File: config.mk
export PLATFORM = sky130hd
export DESIGN_NAME = axis_dac_stream
export DESIGN_NICKNAME = d
export VERILOG_FILES = /design/src/rtl/dac_stream_pkg.sv /design/src/rtl/dacfifo.sv /design/src/rtl/axis_dac_stream.sv
export SDC_FILE = /design/constraint.sdc
export NUM_CORES = 2
export LEC_CHECK = 0
export ABC_AREA = 1
export CELL_PAD_IN_SITES_DETAIL_PLACEMENT = 1
export CELL_PAD_IN_SITES_GLOBAL_PLACEMENT = 1
export CORE_ASPECT_RATIO = 0.6
export CORE_MARGIN = 3
export CORE_UTILIZATION = 47
export DETAILED_ROUTE_END_ITERATION = 10
export DONT_BUFFER_PORTS = 1
export GPL_ROUTABILITY_DRIVEN = 0
export PLACE_DENSITY_LB_ADDON = 0.25
export SYNTH_ARGS = -nofsm -noshare
export SYNTH_HDL_FRONTEND = slang
export SYNTH_SLANG_ARGS = --single-unit
File: constraint.sdc
create_clock -name clk -period 11.25 [get_ports clk]
set_input_delay 2.25 -clock clk [delete_from_list [all_inputs] [get_ports clk]]
set_output_delay 2.25 -clock clk [all_outputs]
set_load 0.01 [all_outputs]
File: src/rtl/dac_stream_pkg.sv
// Shared types and helpers for the DAC AXIS streaming block.
package dac_stream_pkg;

  localparam int CNTW = 16;

  typedef enum logic [1:0] {
    ST_IDLE,
    ST_PRIME,
    ST_RUN
  } state_t;

  // Event counters stick at all-ones instead of wrapping.
  function automatic logic [CNTW-1:0] sat_inc(input logic [CNTW-1:0] value,
                                              input logic            event_hit);
    return (event_hit && (value != '1)) ? value + CNTW'(1) : value;
  endfunction

endpackage

File: src/rtl/dacfifo.sv
// Sample FIFO between the DSP side and the DAC AXIS master.
module dacfifo #(
  parameter int DW    = 256,
  parameter int DEPTH = 8
) (
  input  logic                     clk,
  input  logic                     reset,
  input  logic                     flush,
  input  logic                     push,
  input  logic                     pop,
  input  logic [DW-1:0]            din,
  output logic [DW-1:0]            head,
  output logic [$clog2(DEPTH):0]   level,
  output logic                     full,
  output logic                     empty
);

  localparam int AW = $clog2(DEPTH);
  localparam int LW = AW + 1;

  logic [DW-1:0] mem [DEPTH];
  logic [AW-1:0] wr_ptr;
  logic [AW-1:0] rd_ptr;

  // NOTE: the storage array has no reset; only pointers and level define
  // which entries are valid, so resetting the words would just cost flops.
  always_ff @(posedge clk) begin
    if (push) mem[wr_ptr] <= din;
  end

  // NOTE: sequential state uses non-blocking assignments so every register
  // samples pre-edge values regardless of statement order.
  always_ff @(posedge clk or posedge reset) begin
    if (reset) begin
      wr_ptr <= '0;
      rd_ptr <= '0;
      level  <= '0;
    end else if (flush) begin
      wr_ptr <= '0;
      rd_ptr <= '0;
      level  <= '0;
    end else begin
      if (push) wr_ptr <= wr_ptr + AW'(1);
      if (pop)  rd_ptr <= rd_ptr + AW'(1);
      level <= level + LW'(push) - LW'(pop);
    end
  end

  assign head  = mem[rd_ptr];
  assign full  = (level == LW'(DEPTH));
  assign empty = (level == '0);

endmodule

File: src/rtl/axis_dac_stream.sv
// Primed AXIS master feeding one RFDC DAC channel from the DSP sample stream.
module axis_dac_stream
  import dac_stream_pkg::*;
#(
  parameter int DW    = 256,
  parameter int DEPTH = 8,
  parameter int PRIME = DEPTH / 2
) (
  input  logic                   clk,
  input  logic                   reset,
  input  logic                   enable,
  input  logic [DW-1:0]          din,
  input  logic                   din_valid,
  output logic                   din_ready,
  output logic [DW-1:0]          m_tdata,
  output logic                   m_tvalid,
  input  logic                   m_tready,
  output logic                   streaming,
  output logic [CNTW-1:0]        underflow_cnt,
  output logic [CNTW-1:0]        overflow_cnt,
  output logic [$clog2(DEPTH):0] level
);

  localparam int LW = $clog2(DEPTH) + 1;

  state_t        state;
  state_t        state_nxt;
  logic          fifo_full;
  logic          fifo_empty;
  logic [DW-1:0] fifo_head;
  logic          push;
  logic          load;
  logic          underflow_evt;
  logic          primed;

  assign push      = din_valid && !fifo_full;
  assign din_ready = !fifo_full;
  assign primed    = (level >= LW'(PRIME));

  dacfifo #(
    .DW    (DW),
    .DEPTH (DEPTH)
  ) u_fifo (
    .clk   (clk),
    .reset (reset),
    .flush (!enable),
    .push  (push),
    .pop   (load),
    .din   (din),
    .head  (fifo_head),
    .level (level),
    .full  (fifo_full),
    .empty (fifo_empty)
  );

  always_ff @(posedge clk or posedge reset) begin
    if (reset) state <= ST_IDLE;
    else       state <= state_nxt;
  end

  // NOTE: combinational blocks assign a default first so no path leaves a
  // signal unassigned and infers a latch.
  always_comb begin
    state_nxt = state;
    if (!enable) begin
      state_nxt = ST_IDLE;
    end else begin
      unique case (state)
        ST_IDLE:  state_nxt = ST_PRIME;
        ST_PRIME: if (primed) state_nxt = ST_RUN;
        ST_RUN:   state_nxt = ST_RUN;
        default:  state_nxt = ST_IDLE;
      endcase
    end
  end

  // The PRIME->RUN edge preloads the head so valid data is present from the first RUN cycle.
  always_comb begin
    load          = 1'b0;
    underflow_evt = 1'b0;
    m_tvalid      = (state == ST_RUN);
    streaming     = (state == ST_RUN);
    if (enable) begin
      unique case (state)
        ST_PRIME: load = primed;
        ST_RUN: begin
          if (m_tready) begin
            load          = !fifo_empty;
            underflow_evt = fifo_empty;
          end
        end
        default: ;
      endcase
    end
  end

  always_ff @(posedge clk or posedge reset) begin
    if (reset)        m_tdata <= '0;
    else if (!enable) m_tdata <= '0;
    else if (load)    m_tdata <= fifo_head;
  end

  always_ff @(posedge clk or posedge reset) begin
    if (reset) begin
      underflow_cnt <= '0;
      overflow_cnt  <= '0;
    end else begin
      underflow_cnt <= sat_inc(underflow_cnt, underflow_evt);
      overflow_cnt  <= sat_inc(overflow_cnt, din_valid && fifo_full);
    end
  end

endmodule
Word-level counts from Yosys, hierarchy flattened:

Memories as Yosys holds them, arrays and structs flattened.
Index checks and enable logic that the tools add are counted.

* equality and inequality tests: 8
* multiplexer cells: 18
* reduce and logical (&&, ||, !) cells: 8
* $lt $le $gt $ge: 1
* add/sub/neg operators: 6

Operators with widths (count)
* $mux W256: 2
* $add A16 B1 Y16 const B: 2
* $ne A16 B16 Y1 const B: 2
* $mux W3: 4
* $mux W1: 7
* $add A3 B1 Y3 const B: 2
* $pmux W2 S3: 1
* $add A4 B1 Y4: 1
* $eq A4 B4 Y1 const B: 1
* $ge A4 B3 Y1 const B: 1
* $logic_and A1 B1 Y1: 4
* $logic_not A4 Y1: 1
* $mux W2: 2
* $mux W4: 1
* $ne A2 B1 Y1 const B: 2
* $sub A4 B1 Y4: 1
* $ne A3 B3 Y1 const B: 1
* $eq A2 B1 Y1 const B: 1
* $eq A2 B2 Y1 const B: 1
* $logic_not A1 Y1: 2
* $logic_not A2 Y1: 1
* $pmux W1 S2: 1

* flip-flop bits (word level): 300
* word-level logic and storage cells: 49
* memories: 1
* output and inout port bits: 295
* memory bits (writable): 2048

Memories
* u_fifo.mem: words 8, bits a word 256, read ports 1, clocked after memory_dff 0, wr ports 1, line dacfifo.sv:21 `logic [DW-1:0] mem [DEPTH];`

Depth between registers and ports, before layout:

* word-level depth: 7
* mapped depth: 15
* mapped depth without buffers: 13

Hierarchy:

Synthesis repeated with hierarchy kept, for this count alone.

* cell total of the unflattened synthesis: 10313
* area total of the unflattened synthesis: 101218.3 sq um

By module, submodules not included
* dacfifo: instances 1, cells each 8924, area an instance 89468.3 sq um
* axis_dac_stream: instances 1, cells each 1389, area an instance 11750.0 sq um

Worst setup path before layout:

No wires, ideal clock.

* path type: input port to flip-flop
* start: input port din_valid
* end: memory u_fifo.mem[0][0] (enable)
* cell stages on the path: 4
* setup slack: -2790 ps
* buffers on the path: 0
* arrival: 13163 ps
* cells stage by stage: nand2_1 > inv_1 > nand2_1 > nor2_1

* word-level cells in the longest chain between the ends: 3

RTL lines
* from (decl): line axis_dac_stream.sv:13 `input logic din_valid,`
* $logic_and A1 B1 Y1: line axis_dac_stream.sv:36 `assign push = din_valid && !fifo_full;`
* $mux W1: line dacfifo.sv:28 `if (push) mem[wr_ptr] <= din;`
* $mux W1 (not written as such): line dacfifo.sv:28
* to (decl): line dacfifo.sv:21

Every way passes these cells.

Worst setup path in the final report:

* start: input port din_valid
* end: memory u_fifo.mem[2][175] (enable)

Same word-level chain as after synthesis.

==> results.env <==
FINISH.NET_COUNT=7874
WL_PER_CELL_UM=26.2
CLOCK_EDGE_TRANSITION_AT_THE_REGISTERS_ON_THE_REPORTED_SETUP_AND_HOLD_PATHS_PS=60
YS_ASYNC_SR_FRACTION_PCT=12.8
PERIOD_NEEDED_PS=4850
SYNTH_TOP_FLOP_CELL='edfxtp_1'
TIMING.REG2REG.WORST_PATH_DEPTH=9
CTS-HTREE-LEVELS=4
FINAL_SETUP_VIOLATIONS=0
CELLS_ALONG_THE_CRITICAL_PATH='nand2_1, inv_1, nand2_1, nor2_4, buf_4, buf_4'
SLEW_VIOL_FINAL=0
CRITPATHSLOWESTCELL='buf_4'
FIRST_GLOBAL_VIAS=63000
SUM_OF_NEGATIVE_SETUP_SLACK_PS=0
CLK_SINKS=2348
CRITICAL_PATH_START_TYPE='input port'
CRIT_PATH_MAX_INCR_DELAY_PS=900
POST_DETAILED_PLACEMENT_HALF_PERIMETER_WIRELENGTH_MM=142
ANTENNA_VIOLATING_NETS_POST_ROUTE=0
BUFFER_PORTS.INSERTED=0
SYN-MEAN-INSTANCE-AREA_SQ_UM=12.0
DRT_ITER0_MARKERS=5373
DIE_AREA_SQ_UM=204000
SYNTH_TOP_AREA_CELL='edfxtp_1'
AREA_GROWTH_PCT=8.63
GRT.TOTAL_USAGE_PCT=26.2
MET3_USAGE_PCT=6.29
HOLD_DEPTH=4
WORSTPATHARRIVAL_PS=5280
DR_TOTAL_VIAS=60100
ROUTED_WIRELENGTH_MM=272
MAPPEDNETLISTAREA_SQ_UM=93300
GRT-OVFL-TOTAL=0
CTS_BUFFER_DEPTH=4
GRT_FIRST_PASS_WIRELENGTH_MM=405
ANTENNA_FOUND_INITIAL=6
POST_ROUTE_CELL_AREA_SQ_UM=101000
HOLD_VIOLATIONS_FINAL=0
CTS.REPAIR_TIMING.SETUP_BUFFER_COUNT=0
GRT_SETUP_UNREPAIRED='no'
MIN-DELAY-PATH-CLASS='flip-flop to flip-flop'
DIE_WIDTH_UM=581
WORSTPATHMAXFANOUT=51
CTS.ROOT.BUFFER_CELL='clkbuf_16'
DRT_FIRST_PASS_ITERS=6
LAYOUT.CORE_UTILIZATION_PCT=51.5
SYNTH-EDFF-COUNT=2048
CRIT_PATH_END_KIND='flip-flop'
MAPPEDNETLISTNETS=8066
TIMING.MAX_SLEW.REL_SLACK_PCT=12.0
START_UTIL_PCT=47.4
POST_ROUTE_CELLS_DRIVE_ABOVE_1_SHARE_PCT=4.97
GRT.BUSIEST_LAYER='met2'
CORE_AREA_SQ_UM=197000
TIGHTEST_SLEW_PS=1320
SYNTH_SEQUENTIAL_AREA_RATIO_PCT=73.9
DPL-INSTANCE-AREA_SQ_UM=94600
PLACEMENTROWS=126
GLOBALROUTEMET1UTIL_PCT=34.6
YOSYS.CELL_TYPES.COUNT=29
CTS-HOLD-FIX-BUFFERS=0
YOSYS.AREA.TOP_TYPE_SHARE_PCT=65.9
CP_DATA_REQUIRED_TIME_PS=11680
DP_SLACK_PS=5540
CTS-BUFFERS-INSERTED=221
CLOCK_SKEW_PS=47.7
POST_CTS_RESIZE_COUNT=0
FIN_WS_PS=6400
SYNTH_AREA_LEADERS='edfxtp_1 66%, dfrtp_1 8.0%, nand2_1 8.0%, nand3_1 7.0%, nor2_1 3.2%'
CAP_VIOLATIONS=0
TRITONCTS='built'
POST-ROUTE-PERIOD-UTIL_PCT=43.1
LEAKAGE_nW=37.3
MAX_FREQ_GHz=0.206
SYN-INSTANCE-COUNT=7791
YOSYS-TOP-CELLS-COUNT='2048 x edfxtp_1, 2000 x nand2_1, 1300 x nand3_1'
SYNTH.FF_LATCH_COUNT=2348
TOP_LEVEL_PORTS=556
DIE_HEIGHT_UM=351
OUTCOME='finished, final reports clean'
WORST-SETUP-PATH-TYPE='input port to flip-flop'
DETAIL_ROUTE.VIAS_PER_CELL=5.78
GRTUSAGEMET2_PCT=42.9
LARGEST_VDD_SUPPLY_DROP_V=0.000155
POST-ROUTE-DRC-COUNT=0
WORSTSKEWPAIRLATENCY_PS=870
GRT_MAX_DEGREE=271
YOSYS.CELL_COUNT.TOP_TYPE='edfxtp_1'
YOSYS_WARNINGS=0
POWER_DENSITY_nW_PER_UM2=200
-- registers in the layout, summed over array words and instances (netlist names) --
signal and flops:
m_tdata 256, overflow_cnt 16, u_fifo.wr_ptr 3, state 2
u_fifo.rd_ptr 3, underflow_cnt 16, u_fifo.level 4, u_fifo.mem 2048
-- report_power, final --
| part | switching [mW] | leakage [nW] | internal (mW) |
|---|---|---|---|
| combinational | 1.92 | 11.2 | 0.631 |
| clock | 3.25 | 3.32 | 4.00 |
| sequential | 0.389 | 22.7 | 10.1 |
| total | 5.56 | 37.3 | 14.8 |
-- routing by layer --
layer,part of all wire [%],vias to the layer above
met5,0.0048,-
met4,3.2,2
met3,7.1,434
met2,48,1639
met1,42,31400
li1,-,26700
-- cell type report --
class	count	area [sq um]
clock buffer	324	6170
clock inverter	79	673
multi-input combinational	4763	20800
fill	20300	95700
tap	2624	3280
inverter	191	747
sequential	2348	69000
timing repair buffer	74	718
antenna	3	7.51
-- final timing paths --
path / startpoint / endpoint / slack [ps]
hold reg to reg: u_fifo.mem[0][69] / m_tdata[69] / 570
setup / recovery: din_valid / u_fifo.mem[2][175] / 6400
setup reg to reg: u_fifo.rd_ptr[0] / m_tdata[231] / 6710
max in group asynchronous: reset / m_tdata[180] / 7590
hold / removal: u_fifo.mem[0][69] / m_tdata[69] / 570
min in group asynchronous: reset / underflow_cnt[3] / 1350
-- through the flow --
stage / total power [mW] / hold slack, ps / cells
3_5_place_dp: 13.3 / 564 / 10000
6_report: 20.3 / 572 / 10400
5_1_grt: 21.2 / 609 / 10400
2_1_floorplan: 12.7 / 521 / 7791
3_3_place_gp: 13.1 / 554 / 10000
4_1_cts: 20.5 / 580 / 10400
-- kinds of logic (layout without fill, tap and decap cells) --
group	count (synthesis)	after routing	share of synthesized area, %
compound gates	616	616	3.50
other cells	0	3	0
flops	2348	2348	73.9
fa+ha+maj	14	14	0.196
xor+xnor	16	16	0.150
buf+inv	680	668	3.89
simple gates	4117	4117	18.3
-- worst max-delay path, delay by kind of cell --
| kind | cells | cell delay, ps |
|---|---|---|
| buffers and inverters | 3 | 1950 |
| AND/OR/NAND/NOR | 3 | 1010 |
-- layout by cell type, fill, tap and decap left out, types with 2 or more instances in the layout --
master and count:
edfxtp_1 2048, nand2_1 2000, nand3_1 1300, nor2_1 792, dfrtp_1 297, o21ai_0 294, clkbuf_16 222, inv_1 186
o21ai_1 169, a21oi_1 83, clkbuf_1 79, o211ai_1 68, buf_4 61, clkinv_1 33, clkinv_2 24, clkbuf_8 23
ha_1 13, buf_12 13, xnor2_1 11, nand4_1 11, bufinv_16 9, nor2_4 8, xor2_1 5, clkinvlp_4 5
inv_8 4, clkinv_8 4, diode_2 3, dfrtp_4 3, nand2_2 2, clkinv_4 2
(Power assumes the default switching activity.)
